--- src/rtl/dispatch_credit_ctrl_pkg.sv ---
// dispatch_credit_ctrl_pkg: shared dispatch constants, FSM state type and IF/ID hazard packet
package dispatch_credit_ctrl_pkg;
   localparam int DISPATCH_WIDTH = 2;
   localparam int ROB_DEPTH = 32;
   localparam int RS_DEPTH = 16;
   typedef enum logic {DC_NORMAL = 1'b0, DC_RECOVER = 1'b1} dc_state_e;
   typedef struct packed {
      logic struc_hazard;
      logic next_struc_hazard;
      logic [$clog2(DISPATCH_WIDTH+1)-1:0] dp_cnt;
   } dc2ifid_packet_t;
endpackage

--- src/rtl/credit_counter.sv ---
// credit_counter: one free-credit counter with take/return/flush, saturation and overflow flag
module credit_counter #(
   parameter int DEPTH = 16,
   parameter int CW = 2,
   localparam int NW = $clog2(DEPTH+1)
) (
   input  logic          clock,
   input  logic          reset,
   input  logic [CW-1:0] take,
   input  logic [CW-1:0] ret,
   input  logic          flush,
   output logic [NW-1:0] cnt,
   output logic [NW-1:0] nxt,
   output logic          ovf
);
   logic [NW:0] sum;
   always_comb begin
      sum = {1'b0, cnt} - (NW+1)'(take) + (NW+1)'(ret);
      ovf = !flush && sum > (NW+1)'(DEPTH);
      nxt = (flush || ovf) ? NW'(DEPTH) : sum[NW-1:0];
   end
   always_ff @(posedge clock)
      cnt <= !reset ? NW'(DEPTH) : nxt;
endmodule

--- src/rtl/dispatch_credit_ctrl.sv ---
// dispatch_credit_ctrl: credit-based multi-lane dispatch grant, ROB tail allocation and squash recovery
module dispatch_credit_ctrl
   import dispatch_credit_ctrl_pkg::*;
#(
   parameter int WIDTH = DISPATCH_WIDTH,
   parameter int ROB_DEPTH = dispatch_credit_ctrl_pkg::ROB_DEPTH,
   parameter int RS_DEPTH = dispatch_credit_ctrl_pkg::RS_DEPTH,
   parameter int SQUASH_CYCLES = 1,
   localparam int CW = $clog2(WIDTH+1),
   localparam int RW = $clog2(ROB_DEPTH),
   localparam int FW = $clog2(ROB_DEPTH+1),
   localparam int SW = $clog2(RS_DEPTH+1)
) (
   input  logic                clock,
   input  logic                reset,
   input  logic                stall,
   input  logic [WIDTH-1:0]    inst_valid,
   input  logic [CW-1:0]       rob_retire_cnt,
   input  logic [CW-1:0]       rs_free_cnt,
   input  logic                squash,
   output logic [WIDTH-1:0]    dp_grant,
   output logic [CW-1:0]       dp_cnt,
   output logic [WIDTH*RW-1:0] dp_rob_idx,
   output logic [FW-1:0]       rob_free,
   output logic [SW-1:0]       rs_free,
   output logic                struc_hazard,
   output logic                next_struc_hazard,
   output logic                recovering,
   output logic                credit_err
);
   localparam int QW = $clog2(SQUASH_CYCLES+1);
   dc_state_e     state;
   logic [QW-1:0] rcnt;
   logic [RW-1:0] head, tail;
   logic [CW-1:0] run, k;
   logic          alive, rob_ovf, rs_ovf;
   logic [FW-1:0] rob_nxt;
   logic [SW-1:0] rs_nxt;
   int            lim;
   // grant only the oldest contiguous run of valid lanes that both credit pools can absorb
   always_comb begin
      run = '0;
      alive = 1'b1;
      for (int i = 0; i < WIDTH; i++) begin
         alive = alive & inst_valid[i];
         run = alive ? CW'(i+1) : run;
      end
      lim = int'(run);
      lim = int'(rob_free) < lim ? int'(rob_free) : lim;
      lim = int'(rs_free) < lim ? int'(rs_free) : lim;
      k = (!reset || stall || squash || state != DC_NORMAL) ? '0 : CW'(lim);
      dp_grant = '0;
      dp_rob_idx = '0;
      for (int i = 0; i < WIDTH; i++) begin
         dp_grant[i] = i < int'(k);
         dp_rob_idx[i*RW +: RW] = tail + RW'(i);
      end
   end
   assign dp_cnt = k;
   assign recovering = state == DC_RECOVER;
   assign struc_hazard = recovering || int'(rob_free) < WIDTH || int'(rs_free) < WIDTH;
   assign next_struc_hazard = recovering || int'(rob_nxt) < WIDTH || int'(rs_nxt) < WIDTH;
   credit_counter #(.DEPTH(ROB_DEPTH), .CW(CW)) u_rob (
      .clock(clock), .reset(reset), .take(k), .ret(rob_retire_cnt), .flush(squash),
      .cnt(rob_free), .nxt(rob_nxt), .ovf(rob_ovf)
   );
   credit_counter #(.DEPTH(RS_DEPTH), .CW(CW)) u_rs (
      .clock(clock), .reset(reset), .take(k), .ret(rs_free_cnt), .flush(squash),
      .cnt(rs_free), .nxt(rs_nxt), .ovf(rs_ovf)
   );
   always_ff @(posedge clock) begin
      if (!reset) begin
         state <= DC_NORMAL;
         rcnt <= '0;
         head <= '0;
         tail <= '0;
         credit_err <= 1'b0;
      end else begin
         head <= squash ? '0 : head + RW'(rob_retire_cnt);
         tail <= squash ? '0 : tail + RW'(k);
         credit_err <= credit_err | rob_ovf | rs_ovf;
         if (squash) begin
            state <= DC_RECOVER;
            rcnt <= QW'(SQUASH_CYCLES-1);
         end else if (state == DC_RECOVER) begin
            state <= rcnt == '0 ? DC_NORMAL : DC_RECOVER;
            rcnt <= rcnt == '0 ? rcnt : rcnt - 1'b1;
         end
      end
   end
endmodule

--- config.mk ---
export PLATFORM = sky130hd
export DESIGN_NAME = dispatch_credit_ctrl
export DESIGN_NICKNAME = d
export VERILOG_FILES = /design/src/rtl/dispatch_credit_ctrl_pkg.sv /design/src/rtl/credit_counter.sv /design/src/rtl/dispatch_credit_ctrl.sv
export SDC_FILE = /design/constraint.sdc
export NUM_CORES = 1
export LEC_CHECK = 0
export ABC_AREA = 1
export BUFFER_PORTS_ARGS = -buffer_cell sky130_fd_sc_hd__buf_2
export CORE_MARGIN = 5
export CORE_UTILIZATION = 50
export CTS_CLUSTER_SIZE = 25
export DETAILED_ROUTE_END_ITERATION = 10
export PLACE_DENSITY_LB_ADDON = 0.2
export SLEW_MARGIN = 40
export SYNTH_ARGS = -nofsm -noshare
export SYNTH_HDL_FRONTEND = slang
export SYNTH_HIERARCHICAL = 1
export SYNTH_SLANG_ARGS = --single-unit
--- constraint.sdc ---
create_clock -name clock -period 5.83 [get_ports clock]
set_input_delay 0.8745 -clock clock [delete_from_list [all_inputs] [get_ports clock]]
set_output_delay 0.8745 -clock clock [all_outputs]
set_load 0.02 [all_outputs]
### Yosys cells after proc, flatten, opt, wreduce, memory -nomap -nowiden

Index checks and enable logic that the tools add are counted.

* bits in registers: 19
* bits of input ports: 10
* word-level logic and storage cells: 52

* add/subtract/negate cells: 7
* magnitude comparators: 10
* mux-type cells: 11
* bitwise gates (word level): 4
* reductions and logical operators: 14

Operators by type and width (number)
* < comparator 6 x 2 -> 1 bit (second input constant): 2
* 2-to-1 mux 6 bit: 2
* < comparator 5 x 2 -> 1 bit (second input constant): 2
* logical OR 1 bit: 9
* adder 7 x 2 -> 7 bit: 1
* > comparator 7 x 6 -> 1 bit (second input constant): 1
* subtractor 6 x 2 -> 7 bit: 1
* adder 6 x 2 -> 6 bit: 1
* > comparator 6 x 5 -> 1 bit (second input constant): 1
* < comparator 5 x 6 -> 1 bit: 1
* < comparator 6 x 2 -> 1 bit: 1
* 2-to-1 mux 2 bit: 3
* subtractor 5 x 2 -> 6 bit: 1
* adder 5 x 1 -> 5 bit (second input constant): 1
* adder 5 x 2 -> 5 bit: 1
* 2-to-1 mux 1 bit: 5
* 2-to-1 mux 5 bit: 1
* < comparator 1 x 2 -> 1 bit (first input constant): 2
* logical AND 1 bit: 2
* zero test 1 bit: 2
* bitwise OR 1 bit: 2
* OR reduction 2 bit: 1
* AND 1 bit: 1
* inverter 1 bit: 1
* subtractor 1 bit (second input constant): 1

### Logic depth before layout (Yosys ltp)

* word-level depth: 16
* gate-level depth with buffers: 29
* mapped depth without buffers: 29

### Modules after synthesis

The synthesis kept the hierarchy.

By module, submodules not included
* credit_counter (u_rob): times used 1, cells an instance 98, area an instance 661.9 um^2, sequential area each 120.1 um^2
* dispatch_credit_ctrl: times used 1, cells an instance 93, area an instance 659.4 um^2, sequential area each 140.1 um^2
* credit_counter (u_rs): times used 1, cells an instance 81, area an instance 538.0 um^2, sequential area each 100.1 um^2

### Worst setup path after synthesis

OpenSTA, ideal clock, no wires.

* path kind: input port to output port
* start point: in inst_valid[0]
* end point: out next_struc_hazard
* data arrival time: 4472 ps
* required time: 4956 ps
* path slack: 484 ps
* cell stages on the path: 25
* path through: nand2_1 -> ha_1 -> nand2_1 -> nand2_2 -> o21ai_0 -> ha_1 -> nand2_1 -> nand2_1 -> nand2_2 -> nand3_1 -> nand3_2 -> inv_1 -> fa_1 -> inv_1 -> fa_1 -> inv_1 -> nand2_1 -> nor2_2 -> nand3_2 -> nand2_4 -> inv_2 -> nor2_4 -> nand3_1 -> nor4_1 -> a211o_1

* elaborated cells on any way between the ends: 24
* those cells by class: add/sub (4); order compare (6); mux (7); bitwise (1); reduce/logical (6)

RTL lines
* start: declaration: line dispatch_credit_ctrl.sv:17 `input logic [WIDTH-1:0] inst_valid,`
* 2-to-1 mux 1 bit / AND 1 bit (equally long branches): line dispatch_credit_ctrl.sv:46, dispatch_credit_ctrl.sv:45
* 2-to-1 mux 2 bit (*): line dispatch_credit_ctrl.sv:46 `run = alive ? CW'(i+1) : run;`
* < comparator 6 x 2 -> 1 bit: line dispatch_credit_ctrl.sv:49 `lim = int'(rob_free) < lim ? int'(rob_free) : lim;`
* 2-to-1 mux 6 bit (*): line dispatch_credit_ctrl.sv:49
* < comparator 5 x 6 -> 1 bit: line dispatch_credit_ctrl.sv:50 `lim = int'(rs_free) < lim ? int'(rs_free) : lim;`
* 2-to-1 mux 2 bit (*): line dispatch_credit_ctrl.sv:50
* 2-to-1 mux 2 bit (*): line dispatch_credit_ctrl.sv:51 `k = (!reset || stall || squash || state != DC_NORMAL) ? '0 : CW'(lim);`
* via dp_cnt[1]: line dispatch_credit_ctrl.sv:22 `output logic [CW-1:0] dp_cnt,`
* subtractor 5 x 2 -> 6 bit (*): line credit_counter.sv:18 `sum = {1'b0, cnt} - (NW+1)'(take) + (NW+1)'(ret);`
* adder 6 x 2 -> 6 bit (*): line credit_counter.sv:18
* > comparator 6 x 5 -> 1 bit: line credit_counter.sv:19 `ovf = !flush && sum > (NW+1)'(DEPTH);`
* logical AND 1 bit: line credit_counter.sv:19
* logical OR 1 bit: line credit_counter.sv:20 `nxt = (flush || ovf) ? NW'(DEPTH) : sum[NW-1:0];`
* 2-to-1 mux 5 bit (*): line credit_counter.sv:20
* via rs_nxt[4]: line dispatch_credit_ctrl.sv:38 `logic [SW-1:0] rs_nxt;`
* < comparator 5 x 2 -> 1 bit (*): line dispatch_credit_ctrl.sv:62 `assign next_struc_hazard = recovering || int'(rob_nxt) < WIDTH || int'(rs_nxt) < WIDTH;`
* logical OR 1 bit (*): line dispatch_credit_ctrl.sv:62
* end: declaration: line dispatch_credit_ctrl.sv:27 `output logic next_struc_hazard,`

The timed path passes the listed nets; every way through them passes the cells marked *.

### Worst setup path in the final report

* start point: in inst_valid[0]
* end point: out next_struc_hazard

* elaborated cells on any way between the ends: 24
* those cells by class: add/sub (4); order compare (6); mux (7); bitwise (1); reduce/logical (6)

RTL lines (line)
* 2-to-1 mux 1 bit / AND 1 bit (equally long branches): dispatch_credit_ctrl.sv:46, dispatch_credit_ctrl.sv:45
* 2-to-1 mux 2 bit (*): dispatch_credit_ctrl.sv:46
* < comparator 6 x 2 -> 1 bit: dispatch_credit_ctrl.sv:49
* 2-to-1 mux 6 bit (*): dispatch_credit_ctrl.sv:49
* < comparator 5 x 6 -> 1 bit: dispatch_credit_ctrl.sv:50
* 2-to-1 mux 2 bit (*): dispatch_credit_ctrl.sv:50
* 2-to-1 mux 2 bit (*): dispatch_credit_ctrl.sv:51
* subtractor 5 x 2 -> 6 bit (*): credit_counter.sv:18
* adder 6 x 2 -> 6 bit (*): credit_counter.sv:18
* > comparator 6 x 5 -> 1 bit: credit_counter.sv:19
* logical AND 1 bit: credit_counter.sv:19
* logical OR 1 bit: credit_counter.sv:20
* 2-to-1 mux 5 bit (*): credit_counter.sv:20
* via rs_nxt[4]: dispatch_credit_ctrl.sv:38
* < comparator 5 x 2 -> 1 bit (*): dispatch_credit_ctrl.sv:62
* logical OR 1 bit (*): dispatch_credit_ctrl.sv:62

Marked as above.

==> results.rst <==
.. list-table::
   :header-rows: 1

   * - Metric
     - Value
   * - Worst Setup Path Type
     - in -> out
   * - Quantity of I/O buffers inserted on ports
     - 38
   * - Area delta synth->final
     - 17.57%
   * - Die span in y
     - 70.86 µm
   * - Cells after DPL
     - about 360
   * - Result of the run
     - finished, final reports clean
   * - Net switching fraction of the power
     - 54.19%
   * - Pins over their slew limit
     - 0
   * - Register cell area after layout
     - 360.3 µm²
   * - Leakage Power
     - 1.301 nW
   * - Row count
     - 22
   * - Hold path startpoint
     - credit_err$_SDFF_PN0_
   * - Area of the multi-input gates
     - 1224 µm²
   * - HPWL Detailed
     - 3342 µm
   * - CTS tree
     - yes
   * - Internal Pwr Total
     - 0.0004968 W
   * - Non-filler instance count after layout
     - 362
   * - Layout filler cell count
     - 382
   * - Synthesized instance count
     - 270
   * - Total length of routed met2 wires
     - 1859 µm
   * - Number of detailed-routing iterations run before antenna repair
     - 4
   * - Final net count
     - 351
   * - Final worst path period share
     - 95.04%
   * - Starting DRC count in detailed routing
     - 66
   * - Antenna violations before repair
     - 0
   * - Max layer used
     - met4
   * - CP endpoint kind
     - output port
   * - Pin count of the biggest net entering global routing
     - 11
   * - Setup TNS
     - 0 ps
   * - Clock tree sinks
     - 18
   * - Min cycle time layout
     - 5541 ps
   * - Final GP Congestion
     - between 0.8 and 0.9
   * - Reg power frac
     - 16.7%
   * - Clock network latency to the later pin of the worst-skew pair
     - 250 ps
   * - Fraction of final layout cells sized beyond drive strength 1
     - 26.43%
   * - Post-Synthesis Cell Area
     - 1852 µm²
   * - Power density over cell area
     - about 500 nW/µm²
   * - Maximum fanout along the worst path
     - 5
   * - Class of the worst hold path
     - reg -> reg
   * - Initial Util
     - 50.96%
   * - Setup slack of the worst register-to-register path
     - roughly 2000 ps
   * - H-tree Lvls
     - 1
   * - Number of global-route vias before repair
     - between 1500 and 2000
   * - Maximum capacitance violations
     - 0
   * - DIE AREA
     - 5020 µm²
   * - Arr. time, crit path
     - 4670 ps
   * - Width of the die
     - just over 70 µm
   * - Net Sw Power
     - 0.0005878 W
   * - Startpoint type of the worst setup path
     - input pin
   * - Maximum buffer depth of the clock tree
     - 2
   * - Worst flop-to-flop path startpoint
     - u_rob/cnt[1]$_SDFF_PN0_
   * - Maximum frequency from static timing analysis
     - ~180 MHz
   * - Number of top-level pins
     - 39
   * - Hold Worst Slack
     - 494.7 ps
   * - Wire length on met3
     - 218 µm
   * - Final clock skew
     - 1.803 ps
   * - Overall track demand over capacity in global routing
     - 16.16%
   * - Overall power of the completed layout
     - 0.001085 W
   * - Wire length per cell after detailed routing
     - 11.13 µm
   * - Final core occ
     - approximately three fifths
   * - Share of power burned in combinational logic
     - 73.9%
   * - Number of buffers added by the clock tree synthesis step
     - 3
   * - Syn Area/Cell
     - just under 7 µm²
   * - Vias after detailed routing
     - 1735
   * - Critical path data required time
     - 4960 ps
   * - Global-route wire length before repair
     - 6748 µm
   * - Final hold violation count
     - 0
   * - Overflow after GRT
     - 0
   * - Final setup fails
     - 0
   * - Diode count
     - 0
   * - Max rail drop VDD
     - 0.3887 mV
   * - Clock transition at the registers of the reported paths
     - around 70 ps
   * - Number of remaining DRC errors
     - 0
   * - Clk pwr share
     - 9.4%
   * - Per-cell via count in the routed design
     - 4.793
   * - Yosys warning total
     - 6
   * - Root buffer selected by CTS
     - sky130_fd_sc_hd__clkbuf_8
   * - Detailed-route wire length on metal 1
     - 1935 µm
   * - Core area
     - roughly 3600 µm²
   * - Antenna Violating Nets Remaining
     - 0
   * - Detailed Route WL
     - 4029 µm
   * - Beginning of the critical path
     - inst_valid[0]
## registers in the layout, indices dropped and copies added (netlist names)
signal and cells:
credit_err 1, u_rob/cnt 6, tail 5, recovering 1, u_rs/cnt 5
## power groups by stage
stage	clock network [W]	logic, W	registers, W
after global routing	0.000112	0.000894	0.000185
final	0.000102	0.000801	0.000181
after global placement	0	0.000776	0.000183
after detailed placement	0	0.000783	0.000183
after floorplan	0	0.000607	0.000208
after CTS	0.000104	0.000793	0.000181
## routing by layer
| layer | vias to the layer above | track usage [%] |
|---|---|---|
| li1 | 929 | - |
| met1 | 763 | 21.89 |
| met2 | 41 | 26.98 |
| met3 | 2 | 3.409 |
| met4 | 0 | 2.505 |
| met5 | - | 0 |
## worst max-delay path, stage by stage
cell and delay [ps]:
sky130_fd_sc_hd__buf_2 90, sky130_fd_sc_hd__nand2_1 70, sky130_fd_sc_hd__ha_1 260, sky130_fd_sc_hd__nand2_1 90, sky130_fd_sc_hd__nand2_2 80, sky130_fd_sc_hd__nand2_1 80
sky130_fd_sc_hd__o21ai_2 60, sky130_fd_sc_hd__ha_1 280, sky130_fd_sc_hd__nand2_1 70, sky130_fd_sc_hd__nand2_1 50, sky130_fd_sc_hd__nand2_2 80, sky130_fd_sc_hd__nand3_1 100
sky130_fd_sc_hd__nand3_2 100, sky130_fd_sc_hd__inv_1 100, sky130_fd_sc_hd__fa_1 540, sky130_fd_sc_hd__inv_1 60, sky130_fd_sc_hd__fa_1 490, sky130_fd_sc_hd__inv_1 70
sky130_fd_sc_hd__nand2_1 50, sky130_fd_sc_hd__nor2_2 110, sky130_fd_sc_hd__nand3_2 90, sky130_fd_sc_hd__nand2_4 90, sky130_fd_sc_hd__inv_2 40, sky130_fd_sc_hd__nor2_4 80
sky130_fd_sc_hd__nand3_1 90, sky130_fd_sc_hd__nor4_2 260, sky130_fd_sc_hd__a211o_1 120, sky130_fd_sc_hd__buf_2 150
## path summary, 6_finish.rpt
| kind | to | cells after the start |
|---|---|---|
| max | next_struc_hazard | 28 |
| min | credit_err$_SDFF_PN0_ | 2 |
| max reg2reg | credit_err$_SDFF_PN0_ | 23 |
| min reg2reg | credit_err$_SDFF_PN0_ | 2 |
## metrics by stage
step / area (µm²) / setup WS, ps
CTS: 2157 / 182.9
global route: 2177 / -58.09
floorplan: 1859 / 483.8
finish: 2177 / 289.2
detailed placement: 2102 / 204.3
global placement: 2102 / 296.5
## cells in the final DEF, fill, tap and decap left out, drive strengths merged, types with 2 or more instances in the layout
cell type and instances:
nand3 26, nor3 4, ha 21, a21o 2
inv 70, fa 5, nand4 14, conb 3
a21oi 9, nand2 58, o21ai 2, clkinv 2
nor2 25, clkbuf 4, buf 40, xor2 4
dfxtp 18
## area by class of cell
| cell class | count | share of cell area, % |
|---|---|---|
| timing repair buffer | 40 | 9.425 |
| inverter | 72 | 12.53 |
| multi-input combinational | 180 | 56.21 |
| tap | 48 | 2.759 |
| clock buffer | 4 | 2.529 |
| sequential | 18 | 16.55 |
## what timing repair did
item                                    4_1_cts  5_1_grt
setup buffers                                 0        1
hold buffers                                  0        0
endpoints found under the setup margin        0        1
resized for setup                             0        4
No activity file was read; power rests on OpenSTA's default activity.
